--- config.mk ---
export PLATFORM = sky130hd
export DESIGN_NAME = master_traffic_gen_flat
export DESIGN_NICKNAME = d
export VERILOG_FILES = /design/src/rtl/master_traffic_gen_if.sv /design/src/rtl/master_traffic_gen.sv /design/src/flat_wrapper.sv
export SDC_FILE = /design/constraint.sdc
export NUM_CORES = 2
export LEC_CHECK = 0
export BUFFER_PORTS_ARGS = -buffer_cell sky130_fd_sc_hd__buf_4
export CORE_UTILIZATION = 45
export CTS_BUF_LIST = sky130_fd_sc_hd__clkbuf_16
export CTS_CLUSTER_DIAMETER = 100
export DETAILED_ROUTE_END_ITERATION = 8
export SETUP_SLACK_MARGIN = 0.5
export SLEW_MARGIN = 20
export SYNTH_ARGS = -nofsm -noshare
export SYNTH_HDL_FRONTEND = slang
export SYNTH_SLANG_ARGS = --single-unit
--- constraint.sdc ---
create_clock -name clk -period 3.55 [get_ports clk]
set_input_delay 0.5325 -clock clk [delete_from_list [all_inputs] [get_ports clk]]
set_output_delay 0.5325 -clock clk [all_outputs]
set_load 0.01 [all_outputs]
--- src/rtl/master_traffic_gen_if.sv ---
// Request/acknowledge master port bundle used by the traffic generator.
// The master drives req/addr/cmd/wdata; the slave answers with ack and,
// one cycle after a read ack, rdata.
interface master_traffic_gen_if #(
  parameter int ADDR_W = 32,
  parameter int DATA_W = 32
);
  logic              req;
  logic [ADDR_W-1:0] addr;
  logic              cmd;
  logic [DATA_W-1:0] wdata;
  logic              ack;
  logic [DATA_W-1:0] rdata;

  modport master (output req, addr, cmd, wdata, input ack, rdata);
  modport slave  (input req, addr, cmd, wdata, output ack, rdata);
endinterface

--- src/rtl/master_traffic_gen.sv ---
// Traffic-generating bus master: issues a programmed number of read/write
// transactions in one of four address/command patterns, checks read data
// against a shadow copy of what it last wrote, and flags ack timeouts.
module master_traffic_gen #(
  parameter int          DATA_W    = 32,
  parameter int          ADDR_W    = 32,
  parameter int          SLV_SEL_W = 1,
  parameter int          LOCAL_AW  = 5,
  parameter logic [31:0] LFSR_SEED = 32'hACE1_1234,
  parameter int          TIMEOUT   = 255
) (
  input  logic                        clk,
  input  logic                        resetn,
  input  logic                        start,
  input  logic [1:0]                  mode,
  input  logic [15:0]                 num_trans,
  input  logic [3:0]                  gap,
  master_traffic_gen_if.master        bus,
  output logic                        busy,
  output logic                        done,
  output logic [15:0]                 trans_cnt,
  output logic [15:0]                 err_mismatch_cnt,
  output logic                        err_timeout
);

  localparam int          PW    = SLV_SEL_W + LOCAL_AW;
  localparam int          DEPTH = 1 << PW;
  localparam int          TW    = (TIMEOUT > 1) ? $clog2(TIMEOUT + 1) : 1;
  localparam logic [31:0] TAPS  = 32'h8020_0003;

  typedef enum logic [2:0] {S_IDLE, S_ISSUE, S_RDATA, S_GAP, S_DONE} state_t;
  typedef enum logic [1:0] {M_WR_RD, M_RANDOM, M_SEQ_WRITE, M_SEQ_READ} mode_t;

  function automatic logic [31:0] lfsr_step(input logic [31:0] l);
    return (l >> 1) ^ (l[0] ? TAPS : 32'h0);
  endfunction

  state_t            state_q, state_d;
  mode_t             mode_q, m_cur;
  logic [31:0]       lfsr_q, l_cur;
  logic [PW-1:0]     ptr_q, p_cur;
  logic              pair_q, pair_cur;
  logic [PW-1:0]     pair_loc_q;
  logic [15:0]       num_q;
  logic [3:0]        gap_q, gap_cnt_q;
  logic [TW-1:0]     to_cnt_q;
  logic [PW-1:0]     loc_q, l_loc, rnd_loc;
  logic              cmd_q, l_cmd;
  logic [DATA_W-1:0] wdata_q, l_wdata;
  logic [DEPTH-1:0]  valid_q;
  logic [DATA_W-1:0] shadow [DEPTH];
  logic [ADDR_W-1:0] addr_full;

  logic start_ok, launch, complete, timeout_hit, wr_ack;

  assign wr_ack = (state_q == S_ISSUE) && bus.ack && cmd_q;

  // Next-state decode: start acceptance, ack/timeout handling, completion routing.
  always_comb begin
    // NOTE: every comb output gets a default first so no path leaves it unassigned (no latch).
    state_d     = state_q;
    start_ok    = 1'b0;
    launch      = 1'b0;
    complete    = 1'b0;
    timeout_hit = 1'b0;
    case (state_q)
      S_IDLE, S_DONE: begin
        if (start) begin
          start_ok = 1'b1;
          if (num_trans == 16'd0) begin
            state_d = S_DONE;
          end else begin
            state_d = S_ISSUE;
            launch  = 1'b1;
          end
        end
      end
      S_ISSUE: begin
        if (bus.ack) begin
          if (cmd_q) complete = 1'b1;
          else       state_d  = S_RDATA;
        end else if (TIMEOUT != 0 && to_cnt_q == TW'(TIMEOUT - 1)) begin
          timeout_hit = 1'b1;
          state_d     = S_DONE;
        end
      end
      S_RDATA: complete = 1'b1;
      S_GAP: begin
        if (gap_cnt_q == 4'd1) begin
          state_d = S_ISSUE;
          launch  = 1'b1;
        end
      end
      default: state_d = S_IDLE;
    endcase
    if (complete) begin
      if (trans_cnt + 16'd1 == num_q) begin
        state_d = S_DONE;
      end else if (gap_q == 4'd0) begin
        state_d = S_ISSUE;
        launch  = 1'b1;
      end else begin
        state_d = S_GAP;
      end
    end
  end

  // Launch decode: address/command/data for the transaction about to be issued.
  // On the start edge the run-level state is taken as freshly reset.
  always_comb begin
    l_cur    = start_ok ? LFSR_SEED : lfsr_q;
    p_cur    = start_ok ? '0 : ptr_q;
    pair_cur = start_ok ? 1'b0 : pair_q;
    m_cur    = start_ok ? mode_t'(mode) : mode_q;
    rnd_loc  = {l_cur[31 -: SLV_SEL_W], l_cur[LOCAL_AW:1]};
    l_loc    = rnd_loc;
    l_cmd    = l_cur[0];
    case (m_cur)
      M_WR_RD: begin
        l_cmd = ~pair_cur;
        l_loc = pair_cur ? pair_loc_q : rnd_loc;
      end
      M_SEQ_WRITE: begin
        l_cmd = 1'b1;
        l_loc = p_cur;
      end
      M_SEQ_READ: begin
        l_cmd = 1'b0;
        l_loc = p_cur;
      end
      default: ;
    endcase
    l_wdata = l_cmd ? DATA_W'({~l_cur, l_cur}) : '0;
  end

  // State register.
  always_ff @(posedge clk) begin
    if (!resetn) state_q <= S_IDLE;
    else         state_q <= state_d;
  end

  // Run control, launch latching, counters and error flags.
  always_ff @(posedge clk) begin
    if (!resetn) begin
      mode_q           <= M_WR_RD;
      lfsr_q           <= LFSR_SEED;
      ptr_q            <= '0;
      pair_q           <= 1'b0;
      pair_loc_q       <= '0;
      num_q            <= '0;
      gap_q            <= '0;
      gap_cnt_q        <= '0;
      to_cnt_q         <= '0;
      loc_q            <= '0;
      cmd_q            <= 1'b0;
      wdata_q          <= '0;
      trans_cnt        <= '0;
      err_mismatch_cnt <= '0;
      err_timeout      <= 1'b0;
      valid_q          <= '0;
    end else begin
      if (start_ok) begin
        lfsr_q           <= LFSR_SEED;
        ptr_q            <= '0;
        pair_q           <= 1'b0;
        trans_cnt        <= '0;
        err_mismatch_cnt <= '0;
        err_timeout      <= 1'b0;
        mode_q           <= mode_t'(mode);
        num_q            <= num_trans;
        gap_q            <= gap;
      end
      // NOTE: nonblocking updates let a launch on the start edge override the clears above.
      if (launch) begin
        loc_q    <= l_loc;
        cmd_q    <= l_cmd;
        wdata_q  <= l_wdata;
        lfsr_q   <= lfsr_step(l_cur);
        ptr_q    <= p_cur + PW'(1);
        to_cnt_q <= '0;
        if (m_cur == M_WR_RD) begin
          pair_q <= ~pair_cur;
          if (!pair_cur) pair_loc_q <= rnd_loc;
        end
      end else if (state_q == S_ISSUE && !bus.ack) begin
        to_cnt_q <= to_cnt_q + TW'(1);
      end
      if (complete) trans_cnt <= trans_cnt + 16'd1;
      if (complete && state_d == S_GAP) gap_cnt_q <= gap_q;
      else if (state_q == S_GAP)        gap_cnt_q <= gap_cnt_q - 4'd1;
      if (state_q == S_RDATA && valid_q[loc_q] && bus.rdata != shadow[loc_q] &&
          err_mismatch_cnt != 16'hFFFF)
        err_mismatch_cnt <= err_mismatch_cnt + 16'd1;
      if (timeout_hit) err_timeout <= 1'b1;
      if (wr_ack) valid_q[loc_q] <= 1'b1;
    end
  end

  // Shadow data: only the valid bits are reset, stale data is never compared.
  // NOTE: the data array has no reset so it can map onto plain RAM.
  always_ff @(posedge clk) begin
    if (wr_ack) shadow[loc_q] <= wdata_q;
  end

  // Spread the {sel,index} location over the full address; other bits stay 0.
  always_comb begin
    addr_full                              = '0;
    addr_full[ADDR_W-1 -: SLV_SEL_W]       = loc_q[PW-1 -: SLV_SEL_W];
    addr_full[LOCAL_AW-1:0]                = loc_q[LOCAL_AW-1:0];
  end

  assign bus.req   = (state_q == S_ISSUE);
  assign bus.addr  = addr_full;
  assign bus.cmd   = cmd_q;
  assign bus.wdata = wdata_q;
  assign busy      = (state_q == S_ISSUE) || (state_q == S_RDATA) || (state_q == S_GAP);
  assign done      = (state_q == S_DONE);

endmodule

--- src/flat_wrapper.sv ---
// flat-port wrapper written by rule: the top's interface ports become plain ports
module master_traffic_gen_flat 
#(
  parameter int          DATA_W    = 32,
  parameter int          ADDR_W    = 32,
  parameter int          SLV_SEL_W = 1,
  parameter int          LOCAL_AW  = 5,
  parameter logic [31:0] LFSR_SEED = 32'hACE1_1234,
  parameter int          TIMEOUT   = 255
)
  (clk, resetn, start, mode, num_trans, gap, busy, done, trans_cnt, err_mismatch_cnt, err_timeout, bus_req, bus_addr, bus_cmd, bus_wdata, bus_ack, bus_rdata);
  master_traffic_gen_if #(.ADDR_W(ADDR_W), .DATA_W(DATA_W)) bus_i ();
  input  logic clk;
  input  logic resetn;
  input  logic start;
  input  logic [1:0] mode;
  input  logic [15:0] num_trans;
  input  logic [3:0] gap;
  output logic busy;
  output logic done;
  output logic [15:0] trans_cnt;
  output logic [15:0] err_mismatch_cnt;
  output logic err_timeout;
  output wire logic [$bits(bus_i.req)-1:0] bus_req;
  output wire logic [$bits(bus_i.addr)-1:0] bus_addr;
  output wire logic [$bits(bus_i.cmd)-1:0] bus_cmd;
  output wire logic [$bits(bus_i.wdata)-1:0] bus_wdata;
  input wire logic [$bits(bus_i.ack)-1:0] bus_ack;
  input wire logic [$bits(bus_i.rdata)-1:0] bus_rdata;
  assign bus_req = bus_i.req;
  assign bus_addr = bus_i.addr;
  assign bus_cmd = bus_i.cmd;
  assign bus_wdata = bus_i.wdata;
  assign bus_i.ack = bus_ack;
  assign bus_i.rdata = bus_rdata;
  master_traffic_gen #(.DATA_W(DATA_W), .ADDR_W(ADDR_W), .SLV_SEL_W(SLV_SEL_W), .LOCAL_AW(LOCAL_AW), .LFSR_SEED(LFSR_SEED), .TIMEOUT(TIMEOUT)) u_core (.clk(clk), .resetn(resetn), .start(start), .mode(mode), .num_trans(num_trans), .gap(gap), .bus(bus_i), .busy(busy), .done(done), .trans_cnt(trans_cnt), .err_mismatch_cnt(err_mismatch_cnt), .err_timeout(err_timeout));
endmodule
# --- Yosys cells after proc, flatten, opt, wreduce, memory -nomap -nowiden ---
# Memory sizes are Yosys's and may differ from the RTL's. A register that Yosys moved wholly into a read port is not among the register bits.
# Index checks and enable logic that the tools add are counted.
word_totals:
  reg_bits: 218
  mem_bits_rw: 2048
  mem_count: 1
  wordCells: 117
  out_inout_bits: 101
memory_table:
  columns: ["name", "words", "word_bits", "rd", "rd_ports_with_merged_regs", "write_ports", "line_no", "text"]
  rows:
  - ["u_core.shadow", 64, 32, 1, 1, 1, "master_traffic_gen.sv:51", "logic [DATA_W-1:0] shadow [DEPTH];"]
classes:
  eq_ne: 12
  order_cmp: 2
  bitwise: 4
  n_reduce_logical: 23
  addsub: 5
  muxes: 53
ops:
  columns: ["operator", "count"]
  rows:
  - ["2-to-1 mux 32 bit", 4]
  - ["OR 64 bit", 1]
  - ["2-to-1 mux 16 bit", 3]
  - ["adder 16 x 1 -> 16 bit (second input constant)", 2]
  - ["inequality test 32 bit", 1]
  - ["XOR 31 x 32 -> 32 bit", 1]
  - ["2-to-1 mux 6 bit", 5]
  - ["2-to-1 mux 3 bit", 8]
  - ["2-to-1 mux 1 bit", 22]
  - ["== test 16 bit", 1]
  - ["logical NOT 16 bit", 1]
  - ["inequality test 16 bit (second input constant)", 1]
  - ["case mux 3 bit (4 select lines)", 1]
  - ["case mux 6 bit (2 select lines)", 1]
  - ["== test 3 x 2 -> 1 bit (second input constant)", 3]
  - ["adder 8 x 1 -> 8 bit (second input constant)", 1]
  - ["== test 8 bit (second input constant)", 1]
  - ["logical AND 1 bit", 8]
  - ["2-to-1 mux 4 bit", 2]
  - ["nonzero test 2 bit", 4]
  - ["less-than comparator 6 x 7 -> 1 bit (second input constant)", 1]
  - ["adder 6 x 1 -> 6 bit (second input constant)", 1]
  - ["binary-select mux 1 bit (select 6 bit)", 1]
  - ["demux 1 bit (select 6 bit)", 1]
  - ["other kinds (17)", 24]

# --- Longest topological paths before layout ---
logic_depth:
  depth_word: 9
  depth_mapped: 18
  ltp_nobuf: 12

# --- Least setup slack after synthesis ---
# Ideal clock, no wire load.
synth_timing:
  kind: "flip-flop to flip-flop"
  startpoint: "register u_core.loc_q[1]"
  endpoint: "memory u_core.shadow[63][0] (enable)"
  t_arrival_ns: 3.060
  path_stages_with_launch: 6
  path_buffers: 3
  slack_ns: 0.067
  required_time_ns: 3.127
  synth_period_minus_slack_ns: 3.483
  setup_time_ns: 0.423
  path_cell_list: "dfxtp_1 clkbuf_1 clkbuf_1 buf_1 nand3_1 nor2_1"
synth_rtl:
  columns: ["element", "line_no", "text"]
  rows:
  - ["start, declared", "master_traffic_gen.sv:47", "logic [PW-1:0] loc_q, l_loc, rnd_loc;"]
  - ["start signal, assigned", "master_traffic_gen.sv:175", "loc_q <= l_loc;"]
  - ["end, declared", "master_traffic_gen.sv:51", null]
# No word-level cell before the write port.

==> summary.txt <==
Routing
  – Remaining antenna violation count: 0
  – DR vias: 51700
  – DRT Pass-1 Iters: 8
  – Via density: 6.20
  – Remaining DRCs: 2
  – DRT iter0 DRCs: 7170
  – WL/cell: 34.9 um
  – Post-Route WL: 291 mm

Yosys
  – Synth Area per Inst: 19.0 um^2
  – Ys flop type: edfxtp_1
  – Post-Synthesis Cells: 4651
  – Area share of the largest cell type after synthesis: 69.7%
  – Seq/Total Area, Yosys: 74.8%
  – Ys async rst share: 0%
  – Synth top area cells: edfxtp_1 70%, mux4_2 13%, dfxtp_1 5.1%, mux2i_1 1.6%, nor2_1 1.5%
  – #FFs+latches synth: 2272
  – Yosys cell types: 74
  – Cell taking the most area after synthesis: edfxtp_1
  – Number of synthesized flops with an enable pin: 2048
  – Synth warn: 0
  – Post-Syn Area: 0.0882 mm^2

Die
  – Width of the die: 445 um
  – CORE AREA: 0.195 mm^2
  – DIE HEIGHT: 445 um
  – Die ar.: 0.198 mm^2
  – Initial Utilization: 45.3%
  – Top Ports: 159
  – Row Count: 162

Timing
  – Final worst setup slack: -0.594 ns
  – Skew final: 0.0673 ns
  – Fin. Hold Viols: 0
  – Slew @ Worst Pin: 1.07 ns
  – Rel. slew slack: 28.7%
  – Unrepaired setup endpoints after global routing: true
  – Max-slew violations: 0
  – Crit path time final: 4.14 ns
  – Fmax: 241 MHz
  – Final setup fails: 16
  – Period utilisation layout: 117%

Setup path
  – Worst stage delay on the critical path: 0.56 ns
  – WS Path Type: reg2reg
  – Required time of the worst setup path: 4.39 ns
  – Max Fanout on Critical Path: 16
  – Flop2flop setup slack: -0.59 ns
  – CP cell instances: buf_12 > mux4_2 > and2_1 > a2111oi_1 > buf_4 > a211oi_1 > buf_4 > nand3_1 > xor2_1 > nand4_1 > nor3_4 > buf_6 > a41oi_4 > buf_12 > buf_12 > mux2_4 > nor2_2
  – Setup crit start kind: flip-flop
  – WP data arrival: 4.99 ns
  – Max stage delay cell, worst path: mux4_2
  – Crit. End Element: flip-flop
  – Crit path buf inv count: 6
  – CP top delay family: buffers and inverters
  – Crit path top cell by count: buf_12

Placement
  – Dpl ws: -1.27 ns
  – HPWL Detailed: 185 mm
  – RD Place Congestion: 0.888
  – IO buf count: 132

Hold path
  – Min-delay src: start
  – Tightest Hold Check Type: in2reg

GRT
  – Largest net degree at the start of global routing: 65
  – Initial antenna violation count: 12
  – Total GRT Usage: 29.3%
  – Vias in the first global route: 49800
  – First-pass GRT wire length: 398 mm
  – GR Overflow Total: 0

Clock network
  – Clock sink total: 2272
  – H-tree depth: 4
  – CTS tree: built
  – CTS Buf Count: 225
  – Longest Clk Path Bufs: 3
  – Worst-path clk slew: 0.06 ns
  – Clock latency on the worst-skew pair: 0.90 ns
  – Root Buffer: clkbuf_16

Run status
  – Status: finished with violations
  – Failing checks: DRC, setup timing

Pwr
  – Power Dens Cells: 566 mW/mm^2
  – VDD IR max: 0.431 mV
  – Leakage: 34.7 nW

Finish
  – # fillers: 15100
  – Area delta synth->final: 21.8%
  – Layout cells sized above 1: 34.1%
  – Nets: 5589
  – Fin util: 55.2%

Flow run
  – Max-Cap Viols: 0
cells in the mapped netlist, types with 29 or more instances:
| library cell | n |
|---|---|
| buf_4 | 57 |
| nand2_1 | 221 |
| a22oi_1 | 65 |
| edfxtp_1 | 2048 |
| xor2_1 | 41 |
| buf_2 | 64 |
| o21ai_0 | 99 |
| xnor2_1 | 39 |
| mux2i_1 | 143 |
| clkbuf_1 | 107 |
| nor3_1 | 29 |
| mux4_2 | 490 |
| a21oi_1 | 115 |
| dfxtp_1 | 224 |
| nor2_1 | 349 |
| o22ai_1 | 58 |
| nand3_1 | 49 |
cell families (layout without fill, tap and decap cells):
| kind of cell | count (synthesis) | after routing | share of synthesized area [%] |
|---|---|---|---|
| DFF | 2272 | 2272 | 74.8 |
| other | 1 | 27 | 0.00425 |
| and+or+nand+nor | 815 | 815 | 4.11 |
| adders and majority gates | 8 | 8 | 0.113 |
| AOI/OAI and AO/OA | 534 | 534 | 3.99 |
| muxes | 652 | 652 | 14.4 |
| xor gates and xnor gates | 80 | 80 | 0.794 |
| buffers and inverters | 289 | 1325 | 1.82 |
path summary, 6_finish.rpt:
| check | endpoint | depth (start not counted) |
|---|---|---|
| hold reg to reg | u_core.valid_q[38] | 2 |
| setup reg to reg | u_core.err_mismatch_cnt[0] | 17 |
| setup / recovery | u_core.err_mismatch_cnt[0] | 17 |
| hold / removal | u_core.state_q[2] | 4 |
tightest hold or removal path, cell delays in order:
cell,delay (ns)
buf_4,0.10
a2bb2oi_1,0.06
o31ai_1,0.19
nor2_1,0.04
per-stage QoR:
stage | total power (W) | hold WS, ns | setup TNS (ns) | instance area, um^2 | instances
final | 0.0608 | 0.0671 | -8.63 | 107000 | 8337
after global routing | 0.0623 | 0.0631 | -9.88 | 107000 | 8336
after CTS | 0.0608 | 0.00815 | -6.95 | 107000 | 8319
after detailed placement | 0.0379 | 0.455 | -19.89 | 98500 | 7834
after global placement | 0.0378 | 0.443 | -22.47 | 98500 | 7833
after floorplan | 0.0338 | 0.435 | 0 | 88800 | 4676
state kept, by name (all words and copies together) (netlist names), 2 cells and up, named ones only:
name and cells:
u_core.gap_cnt_q 4, u_core.lfsr_q 32, u_core.loc_q 6, u_core.state_q 3, u_core.mode_q 2, u_core.err_mismatch_cnt 16
u_core.gap_q 4, u_core.valid_q 64, u_core.to_cnt_q 8, u_core.shadow 2048, u_core.bus.wdata 32, u_core.trans_cnt 16
u_core.ptr_q 6, u_core.pair_loc_q 6, u_core.num_q 16
timing repair:
item,in CTS,in global routing
gates resized for setup,119,59
setup endpoints to repair,112,102
gates cloned,6,2
hold buffers,23,0
setup buffers,40,15
pin swaps,31,19
hold endpoints to repair,23,0
power breakdown:
part / total (W) / internal [W] / leakage [nW] / switching (W)
Clock: 0.0230 / 0.0126 / 3.68 / 0.0104
Combinational: 0.00768 / 0.00307 / 11.0 / 0.00461
Sequential: 0.0301 / 0.0296 / 20.1 / 0.000517
Total: 0.0608 / 0.0453 / 34.7 / 0.0155
layout by cell type (no fill, tap or decap), drive strengths merged, types with 29 or more instances in the layout:
master	count
a211oi	29
a21oi	115
a22oi	65
and2	29
buf	866
clkbuf	229
clkinv	103
dfxtp	224
edfxtp	2048
inv	75
mux2i	143
mux4	490
nand2	221
nand3	49
nor2	351
nor3	29
o21ai	103
o22ai	58
xnor2	39
xor2	41
final cells by class:
type                    count  area [um^2]  area share (%)
repair buffers            894         8930            8.31
well taps                2624         3280            3.06
inverters                  15         60.1          0.0559
flip-flops and latches   2272        66100            61.5
multi-input cells        2115        22000            20.5
clock buffers             227         5680            5.29
clock inverters           189         1450            1.35
diodes                      1         2.50         0.00233
metal layers:
| layer | share of wire, % | vias up | track usage (%) |
|---|---|---|---|
| met5 | 0.014 | - | 0 |
| li1 | - | 20600 | - |
| met1 | 39 | 27400 | 41.2 |
| met4 | 4.2 | 6 | 11.3 |
| met2 | 46 | 3148 | 45.3 |
| met3 | 11 | 471 | 5.56 |
(Power assumes the default switching activity.)
